## src/rtl/led_strip_tx.sv

```systemverilog
// Streams NUM_LEDS pixel words from a Wishbone-readable LED buffer onto a
// single-wire WS2812-style strip, with a one-word prefetch buffer for gap-free bits.
module led_strip_tx #(
    parameter int unsigned ADDR_WIDTH = 32,
    parameter int unsigned DATA_WIDTH = 32,
    parameter int unsigned NUM_LEDS   = 8,
    parameter int unsigned T0H        = 20,
    parameter int unsigned T1H        = 40,
    parameter int unsigned TBIT       = 63,
    parameter int unsigned TRESET     = 2500
) (
    input  logic                  clk,
    input  logic                  reset,
    output logic [ADDR_WIDTH-1:0] wbm_address,
    output logic [DATA_WIDTH-1:0] wbm_writedata,
    input  logic [DATA_WIDTH-1:0] wbm_readdata,
    output logic                  wbm_strobe,
    output logic                  wbm_cycle,
    output logic                  wbm_write,
    input  logic                  wbm_ack,
    input  logic                  led_tx,
    input  logic [DATA_WIDTH-1:0] led_tx_buf_id,
    output logic                  led_tx_done,
    output logic                  led_data
);

    localparam int unsigned BYTES_PER_WORD = DATA_WIDTH / 8;
    localparam int unsigned BUF_BYTES      = NUM_LEDS * BYTES_PER_WORD;
    localparam int unsigned PROD_W         = ADDR_WIDTH + DATA_WIDTH;
    localparam int unsigned PIX_W          = 24;
    localparam int unsigned CNT_W          = $clog2(NUM_LEDS + 1);
    localparam int unsigned TMR_MAX        = (TBIT > TRESET) ? TBIT : TRESET;
    localparam int unsigned TMR_W          = $clog2(TMR_MAX + 1);

    localparam logic [CNT_W-1:0] LAST_CNT   = CNT_W'(NUM_LEDS);
    localparam logic [TMR_W-1:0] TBIT_END   = TMR_W'(TBIT - 1);
    localparam logic [TMR_W-1:0] TRESET_END = TMR_W'(TRESET - 1);
    localparam logic [TMR_W-1:0] T0H_C      = TMR_W'(T0H);
    localparam logic [TMR_W-1:0] T1H_C      = TMR_W'(T1H);
    localparam logic [4:0]       MSB_IDX    = 5'(PIX_W - 1);

    localparam logic [1:0] F_IDLE = 2'd0;
    localparam logic [1:0] F_READ = 2'd1;
    localparam logic [1:0] F_WAIT = 2'd2;

    localparam logic [2:0] S_IDLE  = 3'd0;
    localparam logic [2:0] S_LOAD  = 3'd1;
    localparam logic [2:0] S_BIT   = 3'd2;
    localparam logic [2:0] S_LATCH = 3'd3;
    localparam logic [2:0] S_DONE  = 3'd4;

    logic [1:0]            f_state, f_next;
    logic [2:0]            s_state, s_next;
    logic [ADDR_WIDTH-1:0] addr_q;
    logic [CNT_W-1:0]      fetch_idx;
    logic [CNT_W-1:0]      word_cnt;
    logic [PIX_W-1:0]      pbuf;
    logic                  pbuf_valid;
    logic [PIX_W-1:0]      shreg;
    logic [4:0]            bit_idx;
    logic [TMR_W-1:0]      tmr;

    logic start_c, ack_c, bit_end_c, word_end_c, last_word_c, load_c, level_c;
    logic unused_readdata;

    // Buffers are laid out back to back, one NUM_LEDS-word block per id.
    function automatic logic [ADDR_WIDTH-1:0] addr_for_buf_id(input logic [DATA_WIDTH-1:0] id);
        logic [PROD_W-1:0] prod;
        prod = PROD_W'(id) * PROD_W'(BUF_BYTES);
        return prod[ADDR_WIDTH-1:0];
    endfunction

    assign unused_readdata = ^wbm_readdata[DATA_WIDTH-1:PIX_W];

    assign start_c     = (s_state == S_IDLE) && led_tx;
    assign ack_c       = (f_state == F_READ) && wbm_ack;
    assign bit_end_c   = (s_state == S_BIT) && (tmr == TBIT_END);
    assign word_end_c  = bit_end_c && (bit_idx == 5'd0);
    assign last_word_c = (word_cnt == LAST_CNT);
    assign load_c      = pbuf_valid &&
                         ((s_state == S_LOAD) || (word_end_c && !last_word_c));
    assign level_c     = (s_state == S_BIT) && (tmr < (shreg[bit_idx] ? T1H_C : T0H_C));

    assign wbm_cycle     = (f_state == F_READ);
    assign wbm_strobe    = (f_state == F_READ);
    assign wbm_address   = (f_state == F_READ) ? addr_q : '0;
    assign wbm_write     = 1'b0;
    assign wbm_writedata = '0;

    // State registers
    always_ff @(posedge clk or posedge reset) begin
        if (reset) begin
            f_state <= F_IDLE;
            s_state <= S_IDLE;
        end else begin
            f_state <= f_next;
            s_state <= s_next;
        end
    end

    // Fetch next state: one outstanding read, only into an empty prefetch buffer
    always_comb begin
        f_next = f_state;
        case (f_state)
            F_IDLE: if (start_c) f_next = F_READ;
            F_READ: if (wbm_ack) f_next = F_WAIT;
            F_WAIT: if (!pbuf_valid) f_next = (fetch_idx == LAST_CNT) ? F_IDLE : F_READ;
            default: f_next = F_IDLE;
        endcase
    end

    // Serializer next state
    always_comb begin
        s_next = s_state;
        case (s_state)
            S_IDLE:  if (led_tx) s_next = S_LOAD;
            S_LOAD:  if (pbuf_valid) s_next = S_BIT;
            S_BIT: begin
                if (word_end_c) begin
                    if (last_word_c)      s_next = S_LATCH;
                    else if (!pbuf_valid) s_next = S_LOAD;
                end
            end
            S_LATCH: if (tmr == TRESET_END) s_next = S_DONE;
            S_DONE:  s_next = S_IDLE;
            default: s_next = S_IDLE;
        endcase
    end

    // Datapath, counters and registered strip outputs
    always_ff @(posedge clk or posedge reset) begin
        if (reset) begin
            addr_q      <= '0;
            fetch_idx   <= '0;
            word_cnt    <= '0;
            pbuf        <= '0;
            pbuf_valid  <= 1'b0;
            shreg       <= '0;
            bit_idx     <= '0;
            tmr         <= '0;
            led_data    <= 1'b0;
            led_tx_done <= 1'b0;
        end else begin
            if (start_c) begin
                addr_q    <= addr_for_buf_id(led_tx_buf_id);
                fetch_idx <= '0;
                word_cnt  <= '0;
            end
            if (ack_c) begin
                pbuf      <= wbm_readdata[PIX_W-1:0];
                addr_q    <= addr_q + ADDR_WIDTH'(BYTES_PER_WORD);
                fetch_idx <= fetch_idx + CNT_W'(1);
            end

            if (load_c)     pbuf_valid <= 1'b0;
            else if (ack_c) pbuf_valid <= 1'b1;

            if (load_c) begin
                shreg    <= pbuf;
                bit_idx  <= MSB_IDX;
                tmr      <= '0;
                word_cnt <= word_cnt + CNT_W'(1);
            end else if (bit_end_c) begin
                tmr <= '0;
                if (bit_idx != 5'd0) bit_idx <= bit_idx - 5'd1;
            end else if (s_state == S_LATCH) begin
                tmr <= (tmr == TRESET_END) ? '0 : tmr + TMR_W'(1);
            end else if (s_state == S_BIT) begin
                tmr <= tmr + TMR_W'(1);
            end

            led_data    <= level_c;
            led_tx_done <= (s_next == S_DONE);
        end
    end

endmodule

```

## config.mk

```make
export PLATFORM = sky130hd
export DESIGN_NAME = led_strip_tx
export DESIGN_NICKNAME = d
export VERILOG_FILES = /design/src/rtl/led_strip_tx.sv
export SDC_FILE = /design/constraint.sdc
export NUM_CORES = 1
export LEC_CHECK = 0
export ABC_AREA = 1
export CAP_MARGIN = 30
export CORE_MARGIN = 2
export CORE_UTILIZATION = 55
export CTS_CLUSTER_SIZE = 20
export DETAILED_ROUTE_END_ITERATION = 7
export DONT_BUFFER_PORTS = 1
export GPL_ROUTABILITY_DRIVEN = 0
export HOLD_SLACK_MARGIN = 0.02
export PLACE_DENSITY = 0.83
export SLEW_MARGIN = 10
export SYNTH_ARGS = -nofsm -noshare
export SYNTH_HDL_FRONTEND = slang
export SYNTH_SLANG_ARGS = --single-unit
export TNS_END_PERCENT = 1
```

## constraint.sdc

```tcl
create_clock -name clk -period 3.1 [get_ports clk]
set_clock_uncertainty 0.2 [all_clocks]
set_input_delay 0 -clock clk [delete_from_list [all_inputs] [get_ports clk]]
set_output_delay 0 -clock clk [all_outputs]
set_load 0.1 [all_outputs]
```

==> results.yml <==
run_status:
  status: "complete, no violations"
finish:
  final_cells: 1081
  drive_above_1_share_pct: 15.5
  nNetsFinal: 1015
  final_common_cell: "nand2_1"
  n_antenna_cell: 0
  regArea_mm2: 0.00278
  fillCellCount: 887
  mostFrequentLayoutCells: "nand2_1, dfrtp_1, inv_1, dlygate4sd3_1, nor2_1"
  fin_area_mm2: 0.00765
  areaGrowthSynthToFinish_pct: 15.9
  multi_input_area_mm2: 0.00318
yosys:
  syn_avg_cell_area_um2: 7.71
  yosys.area_share.simple_pct: 28.2
  synth_mux_area_share_pct: 0
  yosysWarnings: 0
  synth_compound_area_share_pct: 12.0
  synthCells: 856
  synth-xor-area-share_pct: 2.52
  synth_top_family_by_area: "simple AND/OR/NAND/NOR gates"
  synthDistinctLibCells: 45
  syn-cell-area_mm2: 0.00660
  synthAdderAreaFrac_pct: 2.28
  ys_ff_latch: 111
  seq_area_frac_synth_pct: 42.1
drt:
  wl_per_cell_um: 14.8
  drc: 0
  wirelength_um: 16000
  vias_per_cell: 5.44
  drtIter0Drc: 417
  first_pass_iters: 5
  vias: 5876
  ant_nets: 0
grt:
  grt_pass1_wl_um: 26600
  antenna_found_initial: 0
  track_usage_pct: 25.6
  grt_pass1_vias: 5651
  overflow: 0
  grt_max_degree: 70
power:
  p_clk_share_pct: 19.0
  power.density_mw_per_mm2: 719
  power_frac_comb_pct: 44.0
  p_total_mw: 5.50
  power.share.sequential_pct: 37.0
  internal-power_mw: 2.87
  leakagePower_nw: 3.67
  p_sw_mw: 2.63
  netSwitchingFraction_pct: 47.9
  ir_worst_vdd_mv: 0.831
timing:
  max_clock_freq_mhz: 386
  min_period_ps: 2590
  finalHoldViolations: 0
  slew_headroom_pct: 41.9
  max_slew.worst_pin.slew_ps: 873
  drv_slew: 0
  whs_ps: 27.3
  grt_setup_unrepaired: "no"
  min_period_over_period_pct: 83.5
  setup_viol: 0
flow_run:
  cap_violations: 0
setup_path:
  crit_path_end_kind: "flip-flop"
  path_max_fanout: 27
  crit_path_start_kind: "flip-flop"
  crit_arrival_ps: 2660
  critPathKind: "flip-flop to flip-flop"
  crit_required_ps: 3170
placed_design:
  placed_cells: 1009
  dp_hpwl_um: 10300
  port_buffers: 0
  place_area_mm2: 0.00681
floorplanning:
  die_h_um: 114
  start_util_pct: 57.0
  rows: 39
  fp.coreArea_mm2: 0.0116
  pin_count: 137
  die_x_um: 114
  die_area_mm2: 0.0129
cts:
  cts_tree: "done"
  clock_sinks: 111
  clkTransAtPathRegs_ps: 70
  cts_root_buffer: "clkbuf_16"
  clkLatencyLatePin_ps: 350
  htree_num_levels: 3
  clock_path_buffers: 2
  numCtsBuffers: 9
  post_cts_buffers: 0
worst_hold_path:
  hold_class: "primary input to flip-flop"
## Yosys cell counts, drive strengths merged
library cell	count	area, um2
a21oi	28	140
a22oi	3	22.5
a31oi	4	25.0
a32oi	1	8.76
and2	1	6.26
and3	2	12.5
buf	54	434
clkbuf	10	37.5
clkinv	1	3.75
conb	1	3.75
dfrtp	111	2780
ha	12	150
inv	99	374
nand2	256	1020
nand3	48	263
nand4	13	87.6
nor2	84	348
nor3	19	95.1
nor4	4	25.0
o211ai	15	113
o21a	3	22.5
o21ai	51	345
o21bai	1	7.51
o221ai	1	8.76
o22ai	9	56.3
o311ai	2	17.5
o31ai	3	22.5
or2	1	6.26
xnor2	3	26.3
xor2	16	140
## power groups by stage
stage	clock network, mW	logic (mW)	registers [mW]
floorplan	0	1.88	1.98
global placement	0	2.24	2.04
detailed placement	0	2.28	2.04
CTS	1.06	2.38	2.03
global route	1.11	2.59	2.07
finish	1.05	2.42	2.04
## worst max-delay path, stage by stage (launching register included)
cell     delay [ps]
dfrtp_1         460
inv_1           150
ha_1            160
nand2_1          50
nor2_1          270
nand3_2         160
inv_2            70
nand2_2          50
nand2_4         240
inv_4           200
nand3_4         270
nand3_1         140
o21ai_2          80
## metal layers
layer  part of all wire (%)  vias up  GRT usage, %
li1                       -     2831             -
met1                     40     2763          32.6
met2                     51      249          44.8
met3                    7.1       33          4.41
met4                    1.7        0          7.97
met5                      0        -             0
## stage by stage
| step | utilization [%] | TNS [ps] | worst slack, ps |
|---|---|---|---|
| finish | 66.1 | 0 | 511 |
| detailed placement | 58.9 | 0 | 569 |
| global route | 66.1 | 0 | 331 |
| floorplan | - | -6070 | -88.8 |
| global placement | 58.9 | 0 | 613 |
| CTS | 66.1 | 0 | 540 |
## cell type report
class | instances | share of cell area (%)
Sequential cell | 111 | 36.3
Multi-Input combinational cell | 615 | 41.5
Clock inverter | 4 | 0.311
Inverter | 100 | 4.97
Timing Repair Buffer | 98 | 11.5
Clock buffer | 10 | 2.99
Tap cell | 143 | 2.34
## registers in the layout (all words and copies together), names as in the netlist
name,flops
word_cnt,4
bit_idx,5
pbuf,24
shreg,24
fetch_idx,4
led_data,1
tmr,12
s_state,3
addr_q,30
f_state,2
pbuf_valid,1
led_tx_done,1
## repair_timing
item,in CTS,in global routing
hold endpoints to repair,125,0
resized for setup,0,0
hold buffers,58,0
## kinds of logic (layout without fill, tap and decap cells)
group | Yosys count | count (layout)
and+or+nand+nor | 428 | 428
buffers and inverters | 164 | 212
xor gates and xnor gates | 19 | 19
other | 1 | 35
DFF | 111 | 111
AOI/OAI and AO/OA | 121 | 121
adders and majority gates | 12 | 12
## path summary, 6_finish.rpt
check,start,to,slack [ps],cells past startpoint
max in group asynchronous,reset,tmr[8]$_DFFE_PP0P_,1740,3
worst min register to register,shreg[4]$_DFFE_PP0N_,shreg[4]$_DFFE_PP0N_,280,2
worst max register to register,bit_idx[1]$_DFFE_PP0P_,tmr[7]$_DFFE_PP0P_,510,12
worst min-delay path,led_tx,s_state[0]$_DFF_PP0_,30,4
worst max-delay path,bit_idx[1]$_DFFE_PP0P_,tmr[7]$_DFFE_PP0P_,510,12
min in group asynchronous,reset,pbuf[6]$_DFFE_PP0P_,130,2
Power figures use the tool's default switching activity.
